--- config.mk ---
export PLATFORM = sky130hd
export DESIGN_NAME = but_filter
export DESIGN_NICKNAME = d
export VERILOG_FILES = /design/src/rtl/but_filter.sv
export SDC_FILE = /design/constraint.sdc
export NUM_CORES = 1
export LEC_CHECK = 0
export BUFFER_PORTS_ARGS = -buffer_cell sky130_fd_sc_hd__buf_2
export CORE_MARGIN = 2
export CORE_UTILIZATION = 35
export DETAILED_ROUTE_END_ITERATION = 8
export GPL_TIMING_DRIVEN = 0
export PLACE_DENSITY = 0.58
export REMOVE_ABC_BUFFERS = 1
export SLEW_MARGIN = 20
export SYNTH_ARGS = -nofsm -noshare
export SYNTH_HDL_FRONTEND = slang
export SYNTH_SLANG_ARGS = --single-unit
--- constraint.sdc ---
create_clock -name clk -period 3.17 [get_ports clk]
set_clock_uncertainty 0.15 [all_clocks]
set_input_delay 0.1585 -clock clk [delete_from_list [all_inputs] [get_ports clk]]
set_output_delay 0.1585 -clock clk [all_outputs]
set_load 0.01 [all_outputs]
--- src/rtl/but_filter.sv ---
// ---------------------------------------------------------------------------
// but_filter
//
// Button conditioning front end. Synchronises a raw, active-low, bouncing
// push-button, debounces it with a counter-qualified state machine and
// produces a clean level plus single-cycle press / release / long-press
// strobes for the downstream LED sequencer.
//
// Parameters:
//   CNT_W        width of the debounce counter
//   DEB_CYCLES   consecutive stable cycles needed to accept a level change
//                (legal range 1 .. 2**CNT_W-1)
//   LONG_W       width of the hold counter
//   LONG_CYCLES  debounced-held cycles before long_p fires
//                (legal range 1 .. 2**LONG_W-1)
//
// Ports:
//   clk        in   single clock, rising edge
//   rst        in   synchronous, active-high reset
//   but_in     in   raw button, asynchronous, 0 = pressed, 1 = released
//   but_deb_o  out  debounced level, same polarity as but_in
//   press_p    out  one-cycle strobe when a press is accepted
//   release_p  out  one-cycle strobe when a release is accepted
//   long_p     out  one-cycle strobe, at most once per press
// ---------------------------------------------------------------------------
module but_filter #(
  parameter int CNT_W       = 20,
  parameter int DEB_CYCLES  = 1_000_000,
  parameter int LONG_W      = 26,
  parameter int LONG_CYCLES = 50_000_000
) (
  input  logic clk,
  input  logic rst,
  input  logic but_in,
  output logic but_deb_o,
  output logic press_p,
  output logic release_p,
  output logic long_p
);

  // Terminal values of the two counters; both counters stop here and never wrap.
  localparam logic [CNT_W-1:0]  DEB_LAST  = CNT_W'(DEB_CYCLES - 1);
  localparam logic [LONG_W-1:0] LONG_LAST = LONG_W'(LONG_CYCLES - 1);

  typedef enum logic [1:0] {
    REL     = 2'd0,
    PRS_CHK = 2'd1,
    PRS     = 2'd2,
    REL_CHK = 2'd3
  } state_t;

  state_t            state;
  state_t            state_next;

  logic              sync1;
  logic              sync2;

  logic [CNT_W-1:0]  deb_cnt;
  logic [CNT_W-1:0]  deb_cnt_next;
  logic [LONG_W-1:0] hold_cnt;
  logic [LONG_W-1:0] hold_cnt_next;
  logic              long_done;
  logic              long_done_next;

  logic              deb_next;
  logic              press_next;
  logic              release_next;
  logic              long_next;

  // Two-flop synchroniser. Reset value is "released" so that a button held
  // down through reset cannot produce a spurious press on the first cycles.
  always_ff @(posedge clk) begin
    if (rst) begin
      sync1 <= 1'b1;
      sync2 <= 1'b1;
    end else begin
      sync1 <= but_in;
      sync2 <= sync1;
    end
  end

  // Next-state, counter and strobe logic. Bounces are tested before the
  // terminal count, so a bounce coinciding with the last counting cycle still
  // rejects the candidate level.
  always_comb begin
    state_next     = state;
    deb_cnt_next   = deb_cnt;
    hold_cnt_next  = hold_cnt;
    long_done_next = long_done;
    press_next     = 1'b0;
    release_next   = 1'b0;
    long_next      = 1'b0;

    unique case (state)
      REL: begin
        if (!sync2) begin
          state_next   = PRS_CHK;
          deb_cnt_next = '0;
        end
      end

      PRS_CHK: begin
        if (sync2) begin
          state_next   = REL;
          deb_cnt_next = '0;
        end else if (deb_cnt == DEB_LAST) begin
          state_next    = PRS;
          press_next    = 1'b1;
          hold_cnt_next = '0;
        end else begin
          deb_cnt_next = deb_cnt + CNT_W'(1);
        end
      end

      PRS: begin
        // The hold counter parks at its terminal value; long_done guarantees
        // the strobe fires only on the first cycle it is seen there.
        if (hold_cnt == LONG_LAST) begin
          if (!long_done) begin
            long_next      = 1'b1;
            long_done_next = 1'b1;
          end
        end else begin
          hold_cnt_next = hold_cnt + LONG_W'(1);
        end
        if (sync2) begin
          state_next   = REL_CHK;
          deb_cnt_next = '0;
        end
      end

      REL_CHK: begin
        // hold_cnt is frozen here, so a rejected release bounce only
        // postpones the long press instead of restarting it.
        if (!sync2) begin
          state_next = PRS;
        end else if (deb_cnt == DEB_LAST) begin
          state_next   = REL;
          release_next = 1'b1;
        end else begin
          deb_cnt_next = deb_cnt + CNT_W'(1);
        end
      end

      default: begin
        state_next   = REL;
        deb_cnt_next = '0;
      end
    endcase

    if (state_next == REL) begin
      long_done_next = 1'b0;
    end

    deb_next = (state_next == REL) || (state_next == PRS_CHK);
  end

  // State, counters and registered outputs. Outputs are loaded from the
  // next-state decode so they change on the same edge as the state itself.
  always_ff @(posedge clk) begin
    if (rst) begin
      state     <= REL;
      deb_cnt   <= '0;
      hold_cnt  <= '0;
      long_done <= 1'b0;
      but_deb_o <= 1'b1;
      press_p   <= 1'b0;
      release_p <= 1'b0;
      long_p    <= 1'b0;
    end else begin
      state     <= state_next;
      deb_cnt   <= deb_cnt_next;
      hold_cnt  <= hold_cnt_next;
      long_done <= long_done_next;
      but_deb_o <= deb_next;
      press_p   <= press_next;
      release_p <= release_next;
      long_p    <= long_next;
    end
  end

endmodule

Word-level counts from Yosys, hierarchy flattened

Index checks and enable logic that the tools add are counted.

Add/subtract/negate cells: 2
Equality and inequality tests: 12
Muxes and demuxes: 19
Bitwise logic cells: 5
Reductions and logical operators: 11

Operators with widths:

| operator                                                         | number |
|---|---|
| 20-bit 2-to-1 mux                                                | 5 |
| 20-bit case mux with 4 select lines                              | 1 |
| 26-bit 2-to-1 mux                                                | 3 |
| 26-bit case mux with 2 select lines                              | 1 |
| 26-bit by 1-bit adder with 26-bit output (second input constant) | 1 |
| 26-bit == test (second input constant)                           | 1 |
| 20-bit by 1-bit adder with 20-bit output (second input constant) | 1 |
| 20-bit == test (second input constant)                           | 1 |
| 2-bit 2-to-1 mux                                                 | 6 |
| 2-bit inequality test (second input constant)                    | 6 |
| 3-bit OR reduction                                               | 3 |
| 2-bit case mux with 4 select lines                               | 1 |
| 1-bit NOT                                                        | 5 |
| 2-bit by 1-bit == test with 1-bit output (second input constant) | 2 |
| 2-bit == test (second input constant)                            | 2 |
| 2-bit logical NOT                                                | 2 |
| 4-bit AND reduction                                              | 1 |
| 3-bit AND reduction                                              | 1 |
| 1-bit 2-to-1 mux                                                 | 2 |
| 2-bit AND reduction                                              | 1 |
| 2-bit nonzero test                                               | 1 |
| 2-bit OR reduction                                               | 1 |
| 1-bit logical OR                                                 | 1 |

Register bits: 55
Input port bits: 3
Output and inout port bits: 4
Word-level logic and storage cells: 59

Depth between registers and ports, before layout

Word-level depth: 6
Depth in mapped cells: 8
Gate-level depth less buffers: 6

Worst setup path before layout

OpenSTA, ideal clock, no wires.

Path type: flip-flop to flip-flop
From: register deb_cnt[0]
To: register hold_cnt[13]
Arrival: 1.786 ns
Required time: 2.950 ns
Path slack: 1.164 ns
Cell stages (with the launch flop): 8
Cells stage by stage: dfxtp_1 > ha_1 > and2_1 > and4_2 > a21oi_4 > buf_6 > or4_1 > a21oi_1

Word-level cells in the longest chain between the ends: 3

Ends and longest elaborated chain:

| element                         | RTL line | text |
|---|---|---|
| start, declared                 | 58       | `logic [CNT_W-1:0] deb_cnt;` |
| start signal, assigned          | 172      | `deb_cnt <= deb_cnt_next;` |
| 20-bit == test                  | 106      | `end else if (deb_cnt == DEB_LAST) begin` |
| 2-bit inequality test (no line) | n/a      |  |
| 4-bit AND reduction (no line)   | n/a      |  |
| end signal, assigned            | 173      | `hold_cnt <= hold_cnt_next;` |
| end, declared                   | 60       | `logic [LONG_W-1:0] hold_cnt;` |

No other way between the ends.
A chain may end at the register's enable or synchronous reset.

Worst setup path after layout

From: register deb_cnt[0]
To: register hold_cnt[20]

The elaborated chain is that of the path after synthesis.

==> impl_results.md <==
- Outcome: finished clean
- Worst Path Arrival: between 2 and 3 ns
- Max-capacitance violation count: 0
- Post-cts sizing count: 0
- Largest delay share family, worst path: compound AO/OA/AOI/OAI gates
- Actual slew at the worst max-slew pin: between 0.9 and 1 ns
- Seq cells post-synth: 55
- Net count of the finished layout: between 300 and 400
- Post-detailed-route via-to-cell ratio: between 5 and 6
- Placeable core region: between 7000 and 8000 um^2
- Gr ovfl total: 0
- Wire length of the first global-routing pass: 11050 um
- Starting density of the core: 36.41%
- Required time reported for the critical path endpoint: about 3.3 ns
- Fin Setup TNS: 0 ns
- Maximum ir drop on the vdd rail: 0.0001657 V
- Number of top-level pins: 7
- Pin count of the biggest net entering global routing: 47
- Longest Clk Path Bufs: 2
- Vert. Die Dim: 94.12 um
- First-pass DRT Iterations: 4
- N_diodes: 0
- Distinct cell type count after synthesis: 47
- Leakage: 0.9377 nW
- Final-report max-slew violation count: 0
- Hold crit path type: input port to flop
- Clock transition at the registers of the reported paths: around 0.1 ns
- Library cell contributing the largest single delay on the critical path: a21oi_4
- CP Buf/Inv Count: 0
- Number of clock sinks seen by CTS: 55
- Setup crit end kind: flop
- Floorplan row count: 32
- Power, Total: 1.131 mW
- Gate count of the mapped netlist: 341
- DRT iter0 DRCs: 91
- RSZ-0062 raised after global routing: false
- Total standard cell area after synthesis: approximately 2800 um^2
- Count of nets left with antenna violations after detail routing: 0
- Hold slack: between 0.06 and 0.07 ns
- Detailed-route via count: between 2000 and 3000
- Highest Clock Rate: between 0.4 and 0.5 GHz
- Post-route DRC violation count: 0
- All-layer global routing usage: 15.13%
- Commonest cells in the netlist: 55 x dfxtp_1, 33 x a21oi_1, 27 x nand2_1
- Count of port buffers added during placement: 6
- Type of the worst setup path: flop to flop
- Wire length reported by the detailed router: around 6300 um
- RePlAce Congestion: 0.8683
- Number of cells on the critical path: 6
- CTS Hold Buffers Added: 1
- Warnings, synthesis: 0
- Root Driver: clkbuf_8
- Sequence of cells on the critical path: ha_1 > and2_1 > and4_2 > a21oi_4 > o21ai_0 > a21oi_1
- Proportion of synthesized chip area in sequential cells: 38.73%
- Die Area: 8859 um^2
- Cell types with the largest area share after synthesis: dfxtp_1 39%, a21oi_1 5.8%, nand3_1 4.0%
- Final core occ: 38.78%
- Die X-Extent: 94.12 um
- Number of antenna violations at the first check in global routing: 0
- H-tree level count: 2
- Synth Flop Type: dfxtp_1
- Worst rel slew slack: ~37%
- Worst-Skew Late Latency: 0.30 ns
- Largest fanout of any net on the critical path: 46
- Final cycle utilization of the critical path: 76.77%
- Total count of hold-check failures in the final report: 0
- Worst hold path stage count: 2
- PD cells: around 370 nW/um^2
- Mean Syn Cell Area: 8.336 um^2
- Clock tree from TritonCTS: built
- Async set-reset flop share out of synthesis: 0%
- Via count of the first global-routing pass: between 2000 and 2500
- Post-synth EDFFs: 0
- Most used standard cell by instance count after synthesis: dfxtp_1
- Share of the synthesized area in the top cell type: 38.73%
- Post-Layout Cell Count: 440
- Number of buffers inserted to repair setup after CTS: 0
- Layout overhead on the synthesized area: 6.514%
- Ratio of cells with drive above 1 in the final layout: 7.988%
- Count of endpoints failing setup in the final report: 0
- Inserted Clock Buffers: 5
- Shortest clock period the worst path allows after layout: 2.434 ns
- Delay of the slowest critical-path stage: 0.75 ns
- Placed Cells: between 400 and 500
- Reg2Reg Depth: 6
- Largest area contributor in the netlist: dfxtp_1
- Wire length per cell after detailed routing: 14.29 um
- Post-DP HPWL: 4432 um
- CP Launch Type: flop
[cells in the final DEF, fill, tap and decap left out, types with 2 or more instances in the layout]
cell and instances:
xor2_1 5, o31ai_1 11, a31oi_1 4, o22ai_1 3, nor2_1 12, nor4b_2 2, nor4_1 2, buf_2 6
dfxtp_1 55, and3_1 10, o21ai_0 20, nand3_1 23, nor3_1 2, inv_1 5, or4_1 14, nand2_1 27
a211oi_1 3, a21o_1 3, nand2b_1 5, and4_1 11, nor3b_1 2, and2_1 11, nand4_1 14, or3_1 12
or2_2 4, a21oi_1 33, ha_1 2, o211ai_1 5, xnor2_1 6, clkbuf_8 6
[path summary, 6_finish.rpt]
check,start,slack [ns],endpoint
setup / recovery,deb_cnt[0],0.74,hold_cnt[20]
hold / removal,rst,0.06,hold_cnt[1]
setup reg to reg,deb_cnt[0],0.74,hold_cnt[20]
hold reg to reg,sync1,0.27,sync2
[power breakdown]
| group | total [mW] | internal (mW) | switching (mW) | leakage (nW) |
|---|---|---|---|---|
| combinational | 0.0361 | 0.0114 | 0.0247 | 0.447 |
| clock | 0.398 | 0.172 | 0.225 | 0.0470 |
| sequential | 0.697 | 0.693 | 0.00437 | 0.444 |
[cell families (layout without fill, tap and decap cells)]
family / Yosys count / count (layout) / share of synthesized area (%)
buffers and inverters: 23 / 20 / 3.609
AOI/OAI and AO/OA: 87 / 87 / 18.71
DFF: 55 / 55 / 38.73
muxes: 1 / 1 / 0.3521
xor gates and xnor gates: 11 / 11 / 3.389
adders and majority gates: 2 / 2 / 0.8801
and+or+nand+nor: 162 / 162 / 34.33
[final cells by class]
class / count / area [um^2]
Clock buffer: 6 / 82.58
Clock inverter: 1 / 5.005
Fill cell: 800 / 4780
Inverter: 5 / 18.77
Multi-Input combinational cell: 263 / 1642
Sequential cell: 55 / 1101
Tap cell: 102 / 127.6
Timing Repair Buffer: 8 / 51.30
[flip-flops by register name, summed over array words and instances (netlist names)]
name,count
but_deb_o,1
release_p,1
hold_cnt,26
long_done,1
long_p,1
state,2
sync1,1
press_p,1
sync2,1
deb_cnt,20
[stage by stage]
stage	area [um^2]	setup slack [ns]
floorplan	2759	1.009
global placement	2917	0.3499
detailed placement	2930	0.7385
CTS	3028	0.7235
global route	3028	0.4473
finish	3028	0.7363
[per-layer routing]
layer	vias to the layer above	routed length, um	share of wire [%]	global-route usage [%]
li1	1285	-	-	-
met1	1211	3055	49	19.27
met2	15	3104	49	27.14
met3	2	102	1.6	2.408
met4	0	25	0.40	2.536
met5	-	0	0	0
Power figures use the tool's default switching activity.
